File: config.mk
export PLATFORM = sky130hd
export DESIGN_NAME = pipelined_adder
export DESIGN_NICKNAME = d
export VERILOG_FILES = /design/src/rtl/adder_pkg.sv /design/src/rtl/adder_chunk.sv /design/src/rtl/pipelined_adder.sv
export SDC_FILE = /design/constraint.sdc
export NUM_CORES = 1
export LEC_CHECK = 0
export CELL_PAD_IN_SITES_DETAIL_PLACEMENT = 1
export CELL_PAD_IN_SITES_GLOBAL_PLACEMENT = 2
export CORE_MARGIN = 2
export CORE_UTILIZATION = 37
export CTS_CLUSTER_SIZE = 30
export DETAILED_ROUTE_END_ITERATION = 10
export PLACE_DENSITY = 0.81
export SETUP_SLACK_MARGIN = 0.4
export SLEW_MARGIN = 20
export SYNTH_ARGS = -nofsm -noshare
export SYNTH_HDL_FRONTEND = slang
export SYNTH_HIERARCHICAL = 1
export SYNTH_SLANG_ARGS = --single-unit
File: constraint.sdc
create_clock -name Clock -period 3.4 [get_ports Clock]
set_input_delay 0.34 -clock Clock [delete_from_list [all_inputs] [get_ports Clock]]
set_output_delay 0.34 -clock Clock [all_outputs]
set_load 0.05 [all_outputs]
File: src/rtl/adder_pkg.sv
`default_nettype none
// ============================================================================
// Module   : adder_pkg
// Purpose  : Shared constants and helpers for the pipelined add/subtract unit.
// Revision : 1.0  - initial release
// ============================================================================
package adder_pkg;

    // Operation select encoding for the Sub input
    localparam logic ADD_MODE = 1'b0;
    localparam logic SUB_MODE = 1'b1;

    // Width of the slice each pipeline stage adds
    function automatic int chunk_w(input int width, input int stages);
        return width / stages;
    endfunction

endpackage
`default_nettype wire

File: src/rtl/adder_chunk.sv
`default_nettype none
// ============================================================================
// Module   : adder_chunk
// Purpose  : Combinational CHUNK-bit adder slice with carry in and carry out.
// Revision : 1.0  - initial release
// ============================================================================
module adder_chunk #(
    parameter int CHUNK = 8
) (
    input  logic [CHUNK-1:0] a,
    input  logic [CHUNK-1:0] b,
    input  logic             cin,
    output logic [CHUNK-1:0] s,
    output logic             cout
);

    logic [CHUNK:0] total;

    // Zero-extend by one bit so the slice carry lands in the top bit
    always_comb begin
        total = {1'b0, a} + {1'b0, b} + {{CHUNK{1'b0}}, cin};
    end

    assign s    = total[CHUNK-1:0];
    assign cout = total[CHUNK];

endmodule
`default_nettype wire

File: src/rtl/pipelined_adder.sv
`default_nettype none
// ============================================================================
// Module   : pipelined_adder
// Purpose  : Parametrised pipelined add/subtract unit with signed overflow
//            flag and valid/ready handshake on both sides. Each stage adds
//            one CHUNK-bit slice; the carry ripples through the stage
//            registers while the upper operand bits travel with the beat.
// Revision : 1.0  - initial release
// ============================================================================
module pipelined_adder
    import adder_pkg::*;
#(
    parameter int WIDTH  = 16,
    parameter int STAGES = 2
) (
    input  logic             Clock,
    input  logic             Reset_n,
    input  logic             in_valid,
    output logic             in_ready,
    input  logic [WIDTH-1:0] A,
    input  logic [WIDTH-1:0] B,
    input  logic             C_in,
    input  logic             Sub,
    output logic             out_valid,
    input  logic             out_ready,
    output logic [WIDTH-1:0] SUM,
    output logic             C_out,
    output logic             OVF
);

    localparam int CHUNK = chunk_w(WIDTH, STAGES);
    localparam int LAST  = STAGES - 1;

    // Stage registers: operands (B already conditioned for subtract),
    // partial sum, carry out of the slice just added, and a valid bit.
    logic [STAGES-1:0]             valid_q;
    logic [STAGES-1:0][WIDTH-1:0]  a_q;
    logic [STAGES-1:0][WIDTH-1:0]  b_q;
    logic [STAGES-1:0][WIDTH-1:0]  sum_q;
    logic [STAGES-1:0]             carry_q;

    // What each stage would load: stage 0 from the ports, others from k-1
    logic [STAGES-1:0]             src_valid;
    logic [STAGES-1:0][WIDTH-1:0]  src_a;
    logic [STAGES-1:0][WIDTH-1:0]  src_b;
    logic [STAGES-1:0][WIDTH-1:0]  src_sum;
    logic [STAGES-1:0]             src_cin;

    logic [STAGES-1:0][CHUNK-1:0]  ch_s;
    logic [STAGES-1:0]             ch_cout;
    logic [STAGES-1:0][WIDTH-1:0]  nxt_sum;

    // load_ext[k]: stage k may capture this cycle; load_ext[STAGES] is the
    // consumer's ready, so the chain runs combinationally from out_ready.
    logic [STAGES:0]               load_ext;
    logic [STAGES-1:0]             advance;

    // Ready chain: a stage advances when it holds data and the next stage
    // (or the consumer) takes it; an empty stage always accepts.
    always_comb begin
        load_ext         = '0;
        advance          = '0;
        load_ext[STAGES] = out_ready;
        for (int k = STAGES - 1; k >= 0; k--) begin
            advance[k]  = valid_q[k] & load_ext[k+1];
            load_ext[k] = ~valid_q[k] | advance[k];
        end
    end

    assign in_ready = load_ext[0];

    // Source selection: subtract becomes A + ~B + ~C_in at the entry stage
    always_comb begin
        src_valid = '0;
        src_a     = '0;
        src_b     = '0;
        src_sum   = '0;
        src_cin   = '0;

        src_valid[0] = in_valid;
        src_a[0]     = A;
        src_b[0]     = (Sub == SUB_MODE) ? ~B : B;
        src_cin[0]   = (Sub == SUB_MODE) ? ~C_in : C_in;
        src_sum[0]   = '0;

        for (int k = 1; k < STAGES; k++) begin
            src_valid[k] = valid_q[k-1];
            src_a[k]     = a_q[k-1];
            src_b[k]     = b_q[k-1];
            src_sum[k]   = sum_q[k-1];
            src_cin[k]   = carry_q[k-1];
        end
    end

    // One slice adder per stage, each working on its own CHUNK of the word
    for (genvar k = 0; k < STAGES; k++) begin : g_stage
        adder_chunk #(
            .CHUNK (CHUNK)
        ) u_chunk (
            .a    (src_a[k][k*CHUNK +: CHUNK]),
            .b    (src_b[k][k*CHUNK +: CHUNK]),
            .cin  (src_cin[k]),
            .s    (ch_s[k]),
            .cout (ch_cout[k])
        );
    end

    // Merge each stage's freshly added slice into the travelling partial sum
    always_comb begin
        nxt_sum = src_sum;
        for (int k = 0; k < STAGES; k++) begin
            nxt_sum[k][k*CHUNK +: CHUNK] = ch_s[k];
        end
    end

    // Stage registers: payload only changes when a valid beat is captured,
    // so a stalled last stage keeps SUM/C_out/OVF stable.
    always_ff @(posedge Clock or negedge Reset_n) begin
        if (!Reset_n) begin
            valid_q <= '0;
            a_q     <= '0;
            b_q     <= '0;
            sum_q   <= '0;
            carry_q <= '0;
        end else begin
            for (int k = 0; k < STAGES; k++) begin
                if (load_ext[k]) begin
                    valid_q[k] <= src_valid[k];
                    if (src_valid[k]) begin
                        a_q[k]     <= src_a[k];
                        b_q[k]     <= src_b[k];
                        sum_q[k]   <= nxt_sum[k];
                        carry_q[k] <= ch_cout[k];
                    end
                end
            end
        end
    end

    assign out_valid = valid_q[LAST];
    assign SUM       = sum_q[LAST];
    assign C_out     = carry_q[LAST];
    // Signed overflow: operands agree in sign but the result does not
    assign OVF       = (a_q[LAST][WIDTH-1] == b_q[LAST][WIDTH-1]) &
                       (sum_q[LAST][WIDTH-1] != a_q[LAST][WIDTH-1]);

endmodule
`default_nettype wire
==> impl_metrics.toml <==
[layout]
post_layout_net_count = 319
num_antenna_cells = 0
synthToLayoutAreaGrowth_pct = 26.1
final-instance-count-excl-fill = 362
post_route_cells_drive_above_1_share = 0.232

[global_route]
grt_first_pass_wirelength_um = 9380
vias_in_the_first_global_route = 1932
largest_net_degree_at_the_start_of_global_routing = 47
antenna_found_initial = 0
grt_remaining_overflow = 0
grt.total_usage = 0.145

[sta]
final_critical_path_setup_slack_ns = 0.856
max-slew-margin-rel = 0.615
final-max-slew-violation-count = 0
fmax_ghz = 0.393
timing.hold.ws_ns = 0.0398
finalClockSkew_ns = 0.00417
post_route_clock_period_utilization = 0.748
final.setup.tns_ns = 0
finalCriticalPeriod_ns = 2.54
timing_worst_slew_pin_value_ns = 0.577
grt_setup_unrepaired = "no"
hold_violations = 0
finalSetupViolCount = 0

[hold_path]
worstHoldPathType = "input pin to async pin"

[floorplanning]
start_util = 0.378
design.die.area_um2 = 8080
die_h_um = 89.9
io-pin-count = 58
die_w_um = 89.9
floorplan.rows = 31
placeableCoreArea_um2 = 7210

[placed_design]
dp_slack_ns = 0.518
gp_routability_congestion = 0.743
place.port_buffers = 57
detailed_place_hpwl_um = 4070
post-place-cells = 355

[pwr]
power.static_leakage_nw = 1.53
ir_drop_mv = 0.205
p_per_area_nw_per_um2 = 716

[drt]
drt-initial-drc-count = 31
route.vias.total = 1767
detail_route.vias_per_cell = 4.88
route.final.wire_length_um = 5330
routedWlPerCell_um = 14.7
ant_nets = 0
drt-pass1-iter-count = 3
drc_errors = 0

[setup_path]
critPathRequiredTime_ns = 3.58
r2r_start = "a_q[8]"
cp-end-kind = "flip-flop"
worstPathMaxFanout = 4
worstSetupStartpoint = "Sub"
r2r_end = "carry_q[1]"
setup.worst_path.class = "input pin to flip-flop"
timing.critical_path.from_type = "input pin"
cp-endpoint = "carry_q[0]"
reg2regPathDepth = 6
reg2reg_slack_ns = 1.21
worst-endpoint-arrival_ns = 2.73

[logic_synthesis]
synth_cell_types = 36
synth.net_count = 258
syn-instance-count = 202
avgSynthCellArea_um2 = 13.5
synth_enable_flop_cells = 0
netlist_area_um2 = 2730
cell_with_the_most_instances_after_synthesis = "sky130_fd_sc_hd__dfrtp_1"
synth_sequential_area_ratio = 0.422
postSynth.asyncResetShare = 1.00
share_of_the_synthesized_area_in_the_top_cell_type = 0.422
yosysTopAreaCell = "sky130_fd_sc_hd__dfrtp_1"
netlist_top_cells_count = "46 x sky130_fd_sc_hd__dfrtp_1, 30 x sky130_fd_sc_hd__mux2_4, 21 x sky130_fd_sc_hd__xor2_1"
synth.area.top_cells = "sky130_fd_sc_hd__dfrtp_1 42%, sky130_fd_sc_hd__mux2_4 17%, sky130_fd_sc_hd__xor2_1 6.7%, sky130_fd_sc_hd__ha_1 6.4%, sky130_fd_sc_hd__mux2_2 5.8%"
synthesis.yosys.warnings = 6
postSynthRegisterBits = 46
postSynth.topFlopCell = "sky130_fd_sc_hd__dfrtp_1"

[clocking]
cts_inserted_buffers = 5
cts_root_buffer = "sky130_fd_sc_hd__clkbuf_8"
cts.clk_slew.worst_paths_ns = 0.08
clock_tree_buffer_depth = 2
post-cts-setup-buffers = 0
insertion_delay_ns = 0.30
post_cts_repair_resize_count = 0
cts_tree = "yes"
h_tree_levels = 2
cts.sink_count = 46
cts_hold_buffers = 0

[job]
drv_cap = 0

[outcome]
status = "complete, no violations"
## critical path: stages
cell	delay, ns
sky130_fd_sc_hd__clkdlybuf4s50_1	0.52
sky130_fd_sc_hd__xor2_1	0.23
sky130_fd_sc_hd__fa_1	0.44
sky130_fd_sc_hd__fa_1	0.41
sky130_fd_sc_hd__a21oi_1	0.24
sky130_fd_sc_hd__o21a_1	0.18
sky130_fd_sc_hd__o21ai_0	0.10
sky130_fd_sc_hd__mux2_2	0.26
## report_power, final
| part | internal, mW | leakage, nW | total [mW] | switching, mW |
|---|---|---|---|---|
| Combinational | 0.600 | 0.955 | 1.31 | 0.706 |
| Sequential | 0.732 | 0.536 | 0.849 | 0.117 |
| Clock | 0.142 | 0.0383 | 0.312 | 0.170 |
| Total | 1.47 | 1.53 | 2.47 | 0.993 |
## worst min-delay path by stage
stage                         end  slack (ns)
after floorplan            SUM[0]        0.04
after global placement     SUM[1]        0.49
after detailed placement  SUM[13]        0.50
after CTS                 SUM[15]        0.24
after global routing      SUM[15]        0.08
final                     a_q[31]        0.04
## sequential cells by signal, indices dropped and copies added (netlist names)
signal / count
b_q: 9
SUM: 16
valid_q: 2
a_q: 9
carry_q: 2
nxt_sum: 8
## cell usage in the layout, fill, tap and decap left out
cell,n
sky130_fd_sc_hd__xnor2_1,4
sky130_fd_sc_hd__clkbuf_8,5
sky130_fd_sc_hd__inv_2,1
sky130_fd_sc_hd__or2b_2,1
sky130_fd_sc_hd__a21o_1,3
sky130_fd_sc_hd__fa_1,4
sky130_fd_sc_hd__o21bai_1,2
sky130_fd_sc_hd__buf_4,3
sky130_fd_sc_hd__o221a_2,2
sky130_fd_sc_hd__ha_1,14
sky130_fd_sc_hd__clkdlybuf4s50_1,56
sky130_fd_sc_hd__nand3b_4,1
sky130_fd_sc_hd__inv_1,5
sky130_fd_sc_hd__mux2_2,14
sky130_fd_sc_hd__nand3_1,4
sky130_fd_sc_hd__dfrtp_1,46
sky130_fd_sc_hd__o211ai_1,2
sky130_fd_sc_hd__a21oi_2,1
sky130_fd_sc_hd__or2b_1,1
sky130_fd_sc_hd__nand2_1,6
sky130_fd_sc_hd__nand3b_1,2
sky130_fd_sc_hd__a21o_2,1
sky130_fd_sc_hd__nand4_1,2
sky130_fd_sc_hd__a311o_1,4
sky130_fd_sc_hd__nor2b_1,2
sky130_fd_sc_hd__nor2_1,1
sky130_fd_sc_hd__nor4_1,2
sky130_fd_sc_hd__nand2b_1,3
sky130_fd_sc_hd__xor2_1,21
sky130_fd_sc_hd__nor3_1,2
sky130_fd_sc_hd__a21oi_1,9
sky130_fd_sc_hd__o21a_1,2
sky130_fd_sc_hd__nand2_4,1
sky130_fd_sc_hd__clkbuf_1,2
sky130_fd_sc_hd__nand2_8,1
sky130_fd_sc_hd__o21ai_0,3
sky130_fd_sc_hd__mux2_4,30
## through the flow
step | cell area [um^2] | power [mW] | util
floorplan | 2730 | 1.79 | -
global placement | 3360 | 2.15 | 0.466
detailed placement | 3360 | 2.18 | 0.466
CTS | 3440 | 2.50 | 0.477
global route | 3440 | 2.62 | 0.477
finish | 3440 | 2.47 | 0.477
## kinds of logic (layout without fill, tap and decap cells)
| group | after synthesis | after routing | synth area share |
|---|---|---|---|
| fa+ha+maj | 18 | 18 | 0.0935 |
| xor+xnor | 25 | 25 | 0.0802 |
| simple gates | 29 | 29 | 0.0715 |
| mux | 44 | 44 | 0.223 |
| buf+inv | 11 | 72 | 0.0339 |
| flops | 46 | 46 | 0.422 |
| compound gates | 29 | 29 | 0.0761 |
## metal layers
| layer | vias to the layer above | global-route usage | share of wire |
|---|---|---|---|
| met5 | - | 0 | 0 |
| met1 | 886 | 0.166 | 0.42 |
| met2 | 35 | 0.266 | 0.53 |
| met4 | 0 | 0.0538 | 0.019 |
| met3 | 7 | 0.0293 | 0.032 |
| li1 | 839 | - | - |
## area by class of cell
cell class / count / area [um^2]
Tap cell: 99 / 124
Timing Repair Buffer: 59 / 583
Fill cell: 775 / 3770
Multi-Input combinational cell: 145 / 1490
Inverter: 6 / 22.5
Clock buffer: 7 / 76.3
Sequential cell: 46 / 1150
Note: power is estimated with default switching activity, not from simulation.
